File: config.mk
export PLATFORM = sky130hd
export DESIGN_NAME = move_scheduler
export DESIGN_NICKNAME = d
export VERILOG_FILES = /design/src/rtl/move_scheduler.sv
export SDC_FILE = /design/constraint.sdc
export NUM_CORES = 2
export LEC_CHECK = 0
export BUFFER_PORTS_ARGS = -buffer_cell sky130_fd_sc_hd__buf_4
export CORE_MARGIN = 2
export CORE_UTILIZATION = 55
export CTS_CLUSTER_DIAMETER = 200
export DETAILED_ROUTE_END_ITERATION = 8
export PLACE_DENSITY = 0.73
export RECOVER_POWER = 50
export SLEW_MARGIN = 20
export SYNTH_ARGS = -nofsm -noshare
export SYNTH_HDL_FRONTEND = slang
export SYNTH_SLANG_ARGS = --single-unit
File: constraint.sdc
create_clock -name clk -period 8 [get_ports clk]
set_input_delay 0.4 -clock clk [delete_from_list [all_inputs] [get_ports clk]]
set_output_delay 0.4 -clock clk [all_outputs]
set_load 0.02 [all_outputs]
File: src/rtl/move_scheduler.sv
// move_scheduler: queues destination addresses, starts one mover transfer each, reports completion
module move_scheduler #(
    parameter int unsigned BYTE_COUNT     = 1048576,
    parameter int unsigned BURST_SIZE     = 4096,
    parameter int unsigned FIFO_DEPTH     = 16,
    parameter int unsigned TIMEOUT_CYCLES = 1000000
) (
    input  logic        clk,
    input  logic        reset,
    input  logic [63:0] addr_in_tdata,
    input  logic        addr_in_tvalid,
    output logic        addr_in_tready,
    output logic        mover_start,
    output logic [63:0] mover_dest_address,
    input  logic        dst_bvalid,
    input  logic [1:0]  dst_bresp,
    output logic [63:0] done_tdata,
    output logic [2:0]  done_tuser,
    output logic        done_tvalid,
    input  logic        done_tready,
    output logic        busy,
    output logic [31:0] moves_completed,
    output logic [15:0] error_count
);
    localparam int AW = $clog2(FIFO_DEPTH);
    localparam logic [31:0] BURSTS = 32'(BYTE_COUNT / BURST_SIZE);
    localparam logic [31:0] TMO = 32'(TIMEOUT_CYCLES);
    typedef enum logic [1:0] {IDLE, START, WAIT_B, REPORT} state_t;
    state_t state, state_d;
    logic [63:0] mem [FIFO_DEPTH];
    logic [AW-1:0] wr_ptr, rd_ptr;
    logic [AW:0] count, count_d;
    logic [31:0] bcount, timer;
    logic [1:0] worst;
    logic timeout, push, store, drop, pop, stray, done_hs, bad_done;
    logic [1:0] err_inc;
    logic [16:0] err_sum;
    assign push = addr_in_tvalid && addr_in_tready;
    assign store = push && addr_in_tdata != 64'd0;
    assign drop = push && addr_in_tdata == 64'd0;
    assign stray = dst_bvalid && state != WAIT_B;
    assign done_hs = state == REPORT && done_tready;
    assign bad_done = done_hs && (timeout || worst != 2'd0);
    assign err_inc = 2'(drop) + 2'(stray) + 2'(bad_done);
    assign err_sum = {1'b0, error_count} + 17'(err_inc);
    assign count_d = count + (AW+1)'(store) - (AW+1)'(pop);
    assign mover_start = state == START;
    assign done_tvalid = state == REPORT;
    assign done_tdata = state == REPORT ? mover_dest_address : 64'd0;
    assign done_tuser = state == REPORT ? {timeout, worst} : 3'd0;
    assign busy = state != IDLE || count != '0;
    always_comb begin
        state_d = state;
        pop = 1'b0;
        unique case (state)
            IDLE: begin
                pop = count != '0;
                state_d = pop ? START : IDLE;
            end
            START: state_d = WAIT_B;
            WAIT_B: state_d = (dst_bvalid ? bcount + 32'd1 == BURSTS : timer + 32'd1 == TMO) ? REPORT : WAIT_B;
            REPORT: state_d = done_tready ? IDLE : REPORT;
            default: state_d = IDLE;
        endcase
    end
    always_ff @(posedge clk)
        if (store) mem[wr_ptr] <= addr_in_tdata;
    always_ff @(posedge clk) begin
        if (reset) begin
            state <= IDLE;
            wr_ptr <= '0;
            rd_ptr <= '0;
            count <= '0;
            addr_in_tready <= 1'b0;
            mover_dest_address <= 64'd0;
            bcount <= 32'd0;
            timer <= 32'd0;
            worst <= 2'd0;
            timeout <= 1'b0;
            moves_completed <= 32'd0;
            error_count <= 16'd0;
        end else begin
            state <= state_d;
            count <= count_d;
            addr_in_tready <= count_d != (AW+1)'(FIFO_DEPTH);
            if (store) wr_ptr <= wr_ptr + 1'b1;
            if (pop) begin
                rd_ptr <= rd_ptr + 1'b1;
                mover_dest_address <= mem[rd_ptr];
            end
            if (state == START) begin
                bcount <= 32'd0;
                timer <= 32'd0;
                worst <= 2'd0;
                timeout <= 1'b0;
            end else if (state == WAIT_B) begin
                if (dst_bvalid) begin
                    bcount <= bcount + 32'd1;
                    worst <= dst_bresp > worst ? dst_bresp : worst;
                    timer <= 32'd0;
                end else begin
                    timer <= timer + 32'd1;
                    if (timer + 32'd1 == TMO) timeout <= 1'b1;
                end
            end
            if (done_hs) moves_completed <= moves_completed + 32'd1;
            error_count <= err_sum[16] ? 16'hFFFF : err_sum[15:0];
        end
    end
endmodule

Word level (Yosys, flattened, before mapping)
Memories as Yosys holds them, arrays and structs flattened. A register that Yosys moved wholly into a read port is not among the register bits.
Index checks and enable logic that the tools add are counted.
- register bits after elaboration: 131
- memory bits (writable): 1024
- output and inout port bits: 183
- logic and storage cells: 61
- memories: 1
- memory list (memory ; words ; width ; read ports ; clocked after Yosys merged registers in ; write ports ; RTL line ; source):
    mem ; 16 ; 64 ; 1 ; 1 ; 1 ; 30 ; logic [63:0] mem [FIFO_DEPTH];
- add/sub/neg operators: 10
- $lt $le $gt $ge: 1
- equality and inequality tests: 7
- mux-type cells: 12
- bitwise gates (word level): 1
- reductions and logical operators: 18
- operators with widths (cell ; count):
    adder 32 x 1 -> 32 bit, second input constant ; 3
    logical NOT 64 bit ; 1
    2-to-1 mux 64 bit ; 1
    nonzero test 64 bit ; 1
    == test 32 x 20 -> 1 bit, second input constant ; 1
    == test 32 x 9 -> 1 bit, second input constant ; 1
    2-to-1 mux 32 bit ; 1
    adder 16 x 2 -> 17 bit ; 1
    2-to-1 mux 16 bit ; 1
    adder 4 x 1 -> 4 bit, second input constant ; 2
    case mux 2 bit (4 select lines) ; 1
    logical AND 1 bit ; 6
    2-to-1 mux 1 bit ; 6
    AND reduction 3 bit ; 2
    adder 5 x 1 -> 5 bit ; 1
    inequality test 5 bit, second input constant ; 1
    nonzero test 5 bit ; 1
    subtractor 5 x 1 -> 5 bit ; 1
    == test 2 bit, second input constant ; 2
    nonzero test 2 bit ; 2
    2-to-1 mux 3 bit ; 1
    adder 1 x 1 -> 2 bit ; 1
    adder 2 x 1 -> 2 bit ; 1
    == test 2 x 1 -> 1 bit, second input constant ; 1
    other kinds (8) ; 9

Depth between registers and ports, before layout
- depth in word-level cells: 6
- mapped depth: 17
- depth with buffers taken out: 16

Worst setup path after synthesis
Ideal clock, no wire load.
- kind: input to register
- start: input addr_in_tdata[35]
- end: memory mem[3][0] (enable)
- library setup time: 0.564 ns
- arrival time: 5.510 ns
- setup slack: 1.926 ns
- stages: 6
- cells stage by stage: nor4_1 nand4_1 nor4_1 nor2_1 nand2_1 nor3_1
- longest elaborated chain between the ends: 4
- RTL lines (element ; RTL line ; source):
    start, declared ; 10 ; input logic [63:0] addr_in_tdata,
    nonzero test 64 bit ; 39 ; assign store = push && addr_in_tdata != 64'd0;
    logical AND 1 bit ; 39 ;
    2-to-1 mux 1 bit ; 67 ; if (store) mem[wr_ptr] <= addr_in_tdata;
    2-to-1 mux 1 bit (implied by the code) ; 67 ;
    end, declared ; 30 ;
No other way between the ends.

Worst setup path after layout
- start: register state[0]
- end: register error_count[8]
- longest elaborated chain between the ends: 6
- RTL lines (element ; RTL line ; source):
    start, declared ; 29 ; state_t state, state_d;
    start signal, assigned ; 83 ; state <= state_d;
    inequality test 2 bit or == test 2 bit (tied branches) ; 41, 42 ;
    logical AND 1 bit (on tied branches) ; 41, 42 ;
    adder 1 x 1 -> 2 bit or logical AND 1 bit (tied branches) ; 44, 43 ;
    adder 2 x 1 -> 2 bit (*) ; 44 ; assign err_inc = 2'(drop) + 2'(stray) + 2'(bad_done);
    adder 16 x 2 -> 17 bit (*) ; 45 ; assign err_sum = {1'b0, error_count} + 17'(err_inc);
    2-to-1 mux 16 bit (*) ; 107 ; error_count <= err_sum[16] ? 16'hFFFF : err_sum[15:0];
    end signal, assigned ; 107 ;
    end, declared ; 23 ; output logic [15:0] error_count
Every way passes the cells marked *; elsewhere a longest branch is shown, timed or not.
A chain may end at the register's enable or synchronous reset.

==> flow_metrics.tcl <==
set metrics [dict create \
    outcome "complete, but fails checks" \
    violations "capacitance limit, slew limit" \
    synth_edf_count 1024 \
    nFillCells 5994 \
    regToRegStartpoint "state[0]" \
    io_buffers 253 \
    fmax_mhz 157 \
    floorplan.rows 108 \
    switching_share 0.272 \
    antenna_left 0 \
    crit_type "flop to flop" \
    core_area_sq_um 86900 \
    grt_use_total 0.255 \
    rsz0062_at_grt "no" \
    hpwl_mm 60.5 \
    syn_area_per_cell_sq_um 17.7 \
    hp-class "input port to flop" \
    clk_latency_ps 700 \
    slowest_delay_ps 1610 \
    maxCapViolCount 2 \
    critPathMaxFanout 38 \
    whs_path_depth 3 \
    path_cells "clkbuf_1, and3_1, o31ai_1, fa_1, inv_1, ha_1, fa_1, and3_1, and3_1, and3_1, nand2_1, or3_1, a21oi_1" \
    p_comb_frac 0.198 \
    die_h_um 300 \
    ys_seq_elements 1219 \
    wirelength_mm 115 \
    cts_root_buffer "clkbuf_16" \
    cts_max_level 3 \
    finalMaxSlewViolations 76 \
    fp.dieW_um 300 \
    power_w 0.0164 \
    crit_slowest_cell "clkbuf_1" \
    layout_common_cells "1024 x edfxtp_1, 320 x mux4_2, 258 x clkbuf_1, 203 x nand2_1, 190 x dfxtp_1" \
    synth_nets 2820 \
    yosys.area.top_type "edfxtp_1" \
    dr.pass1.iters 8 \
    yosysSeqAreaShare 0.717 \
    drt_iter0_drc 3142 \
    power_frac_clock 0.349 \
    worstPathRequired_ps 8540 \
    setup_viol 0 \
    reg2reg_slack_ps 1610 \
    grt_max_degree 188 \
    worstSetupStartpointType "flop" \
    worstPathArrival_ps 6930 \
    grt_pass1_wl_mm 171 \
    synthFlopType "edfxtp_1" \
    period_minus_slack_ps 6390 \
    antenna_found_initial 8 \
    final_nets 3104 \
    clock_sinks 1219 \
    vias 26800 \
    initial_utilization 0.556 \
    rr_endpoint "error_count[8]" \
    worstSetupEndpointType "flop" \
    layout_commonest_cell "edfxtp_1" \
    tns_ps 0 \
    numCtsBuffers 117 \
    route.detailed.drc 0 \
    area_delta_synth_final_pct 13.7 \
    grt_overflow 0 \
    multi_input_area_sq_um 13000 \
    pin_count 254 \
    cp_common_cell "and3_1" \
    hp-start "dst_bresp[1]" \
    syn_inst 2726 \
    ir_drop_mv 0.278 \
    synth_area_leaders "edfxtp_1 64%, mux4_2 15%, dfxtp_1 8.1%" \
    netlist.area_leader.share 0.636 \
    powerDensity_nw_per_um2 299 \
    path_buf_inv 2 \
    synth_area_sq_um 48300 \
    seqPwrFrac 0.453 \
    dieArea_sq_um 90300 \
    cts_tree "done" \
    finalCritPeriodShare 0.798 \
    gp_congestion 0.828 \
    p_sw_w 0.00448 \
    min_to "worst[1]" \
    seqCellArea_sq_um 34700 \
    drive_gt1_frac 0.194 \
    grt_pass1_vias 26900 \
    yosys_warnings 0 \
    cts.clk_slew.worst_paths_ps 60 \
    synthDistinctLibCells 69 \
    tightestPinTransition_ps 2150 \
    slew_headroom -0.434 \
    p_leak_nw 17.4 \
    crit_family "simple AND/OR/NAND/NOR gates" \
    reg2regPathDepth 13 \
    p_int_w 0.0120 \
    vias_per_cell 6.28 \
    routedWlPerCell_um 26.8 \
    fin_worst_skew_ps 26.8 \
    hold_viol 0 \
    cts_buffer_depth 3 \
    async_reset_ff_frac 0 \
]
## metrics by stage
step                       util  std cells  worst slack (ps)  hold slack [ps]  cell area (sq um)
final                     0.633       4267              1610             15.6              55000
after global routing      0.633       4267              1330             41.9              55000
after CTS                 0.643       4264              2850            0.327              55800
after detailed placement  0.593       4016              2670              464              51500
after global placement    0.593       4016              2670              453              51500
after floorplan               -       2726              1930              433              48300
## synthesized netlist by cell type, types with 27 or more instances
| cell type | count |
|---|---|
| edfxtp_1 | 1024 |
| mux4_2 | 320 |
| nand2_1 | 203 |
| dfxtp_1 | 195 |
| nor2_1 | 144 |
| a21oi_1 | 134 |
| clkbuf_1 | 113 |
| and3_1 | 94 |
| xor2_1 | 53 |
| nand4_1 | 43 |
| o21ai_0 | 41 |
| xnor2_1 | 38 |
| nand3_1 | 34 |
| nor4_1 | 27 |
## worst min-delay path, cell delays in order
cell and delay (ps):
buf_4 100, mux2i_1 60, nor2_1 100
## repair_timing
item	CTS	global route
buffers inserted	0	0
gates resized for setup	0	0
hold endpoints to repair	378	0
hold buffers	29	0
## area by class of cell
class	count	area share
Sequential cell	1219	0.631
Multi-Input combinational cell	1319	0.237
Clock buffer	157	0.0589
Timing Repair Buffer	326	0.0304
Tap cell	1155	0.0263
Clock inverter	62	0.0147
Inverter	27	0.00184
Antenna cell	2	0.0000910
## worst max-delay path by stage
stage / startpoint / end / cells after the start
after floorplan: addr_in_tdata[35] / mem[3][0] / 6
after global placement: addr_in_tdata[3] / error_count[1] / 15
after detailed placement: addr_in_tdata[3] / error_count[10] / 15
after CTS: addr_in_tdata[3] / error_count[0] / 16
after global routing: state[0] / error_count[2] / 13
final: state[0] / error_count[8] / 13
## layer usage
layer  track usage  wire length (um)  vias up
met5             0                85        -
met4        0.0696              2550       12
met3        0.0453              9510      195
met2         0.422             56900     1234
met1         0.354             45500    14000
li1              -                 -    11400
## logic make-up (layout without fill, tap and decap cells)
family / Yosys count / in the layout / synth area share
AO/OA/AOI/OAI: 221 / 221 / 0.0254
flip-flops: 1219 / 1219 / 0.717
AND/OR/NAND/NOR: 656 / 656 / 0.0682
other: 0 / 2 / 0
buffers and inverters: 188 / 572 / 0.0158
adder cells (fa/ha/maj): 23 / 23 / 0.00642
multiplexers: 328 / 328 / 0.151
XOR/XNOR: 91 / 91 / 0.0165
## power groups by stage
| stage | clock network [W] | registers [W] | logic, W |
|---|---|---|---|
| 2_1_floorplan | 0 | 0.00758 | 0.00221 |
| 3_3_place_gp | 0 | 0.00759 | 0.00331 |
| 3_5_place_dp | 0 | 0.00761 | 0.00337 |
| 4_1_cts | 0.00583 | 0.00748 | 0.00340 |
| 5_1_grt | 0.00606 | 0.00748 | 0.00348 |
| 6_report | 0.00574 | 0.00745 | 0.00325 |
## registers in the layout (all words and copies together) (netlist names), 5 cells and up
name                cells
moves_completed        32
timer                  32
bcount                 32
count                   5
mem                  1024
mover_dest_address     64
error_count            16
Power figures use the tool's default switching activity.
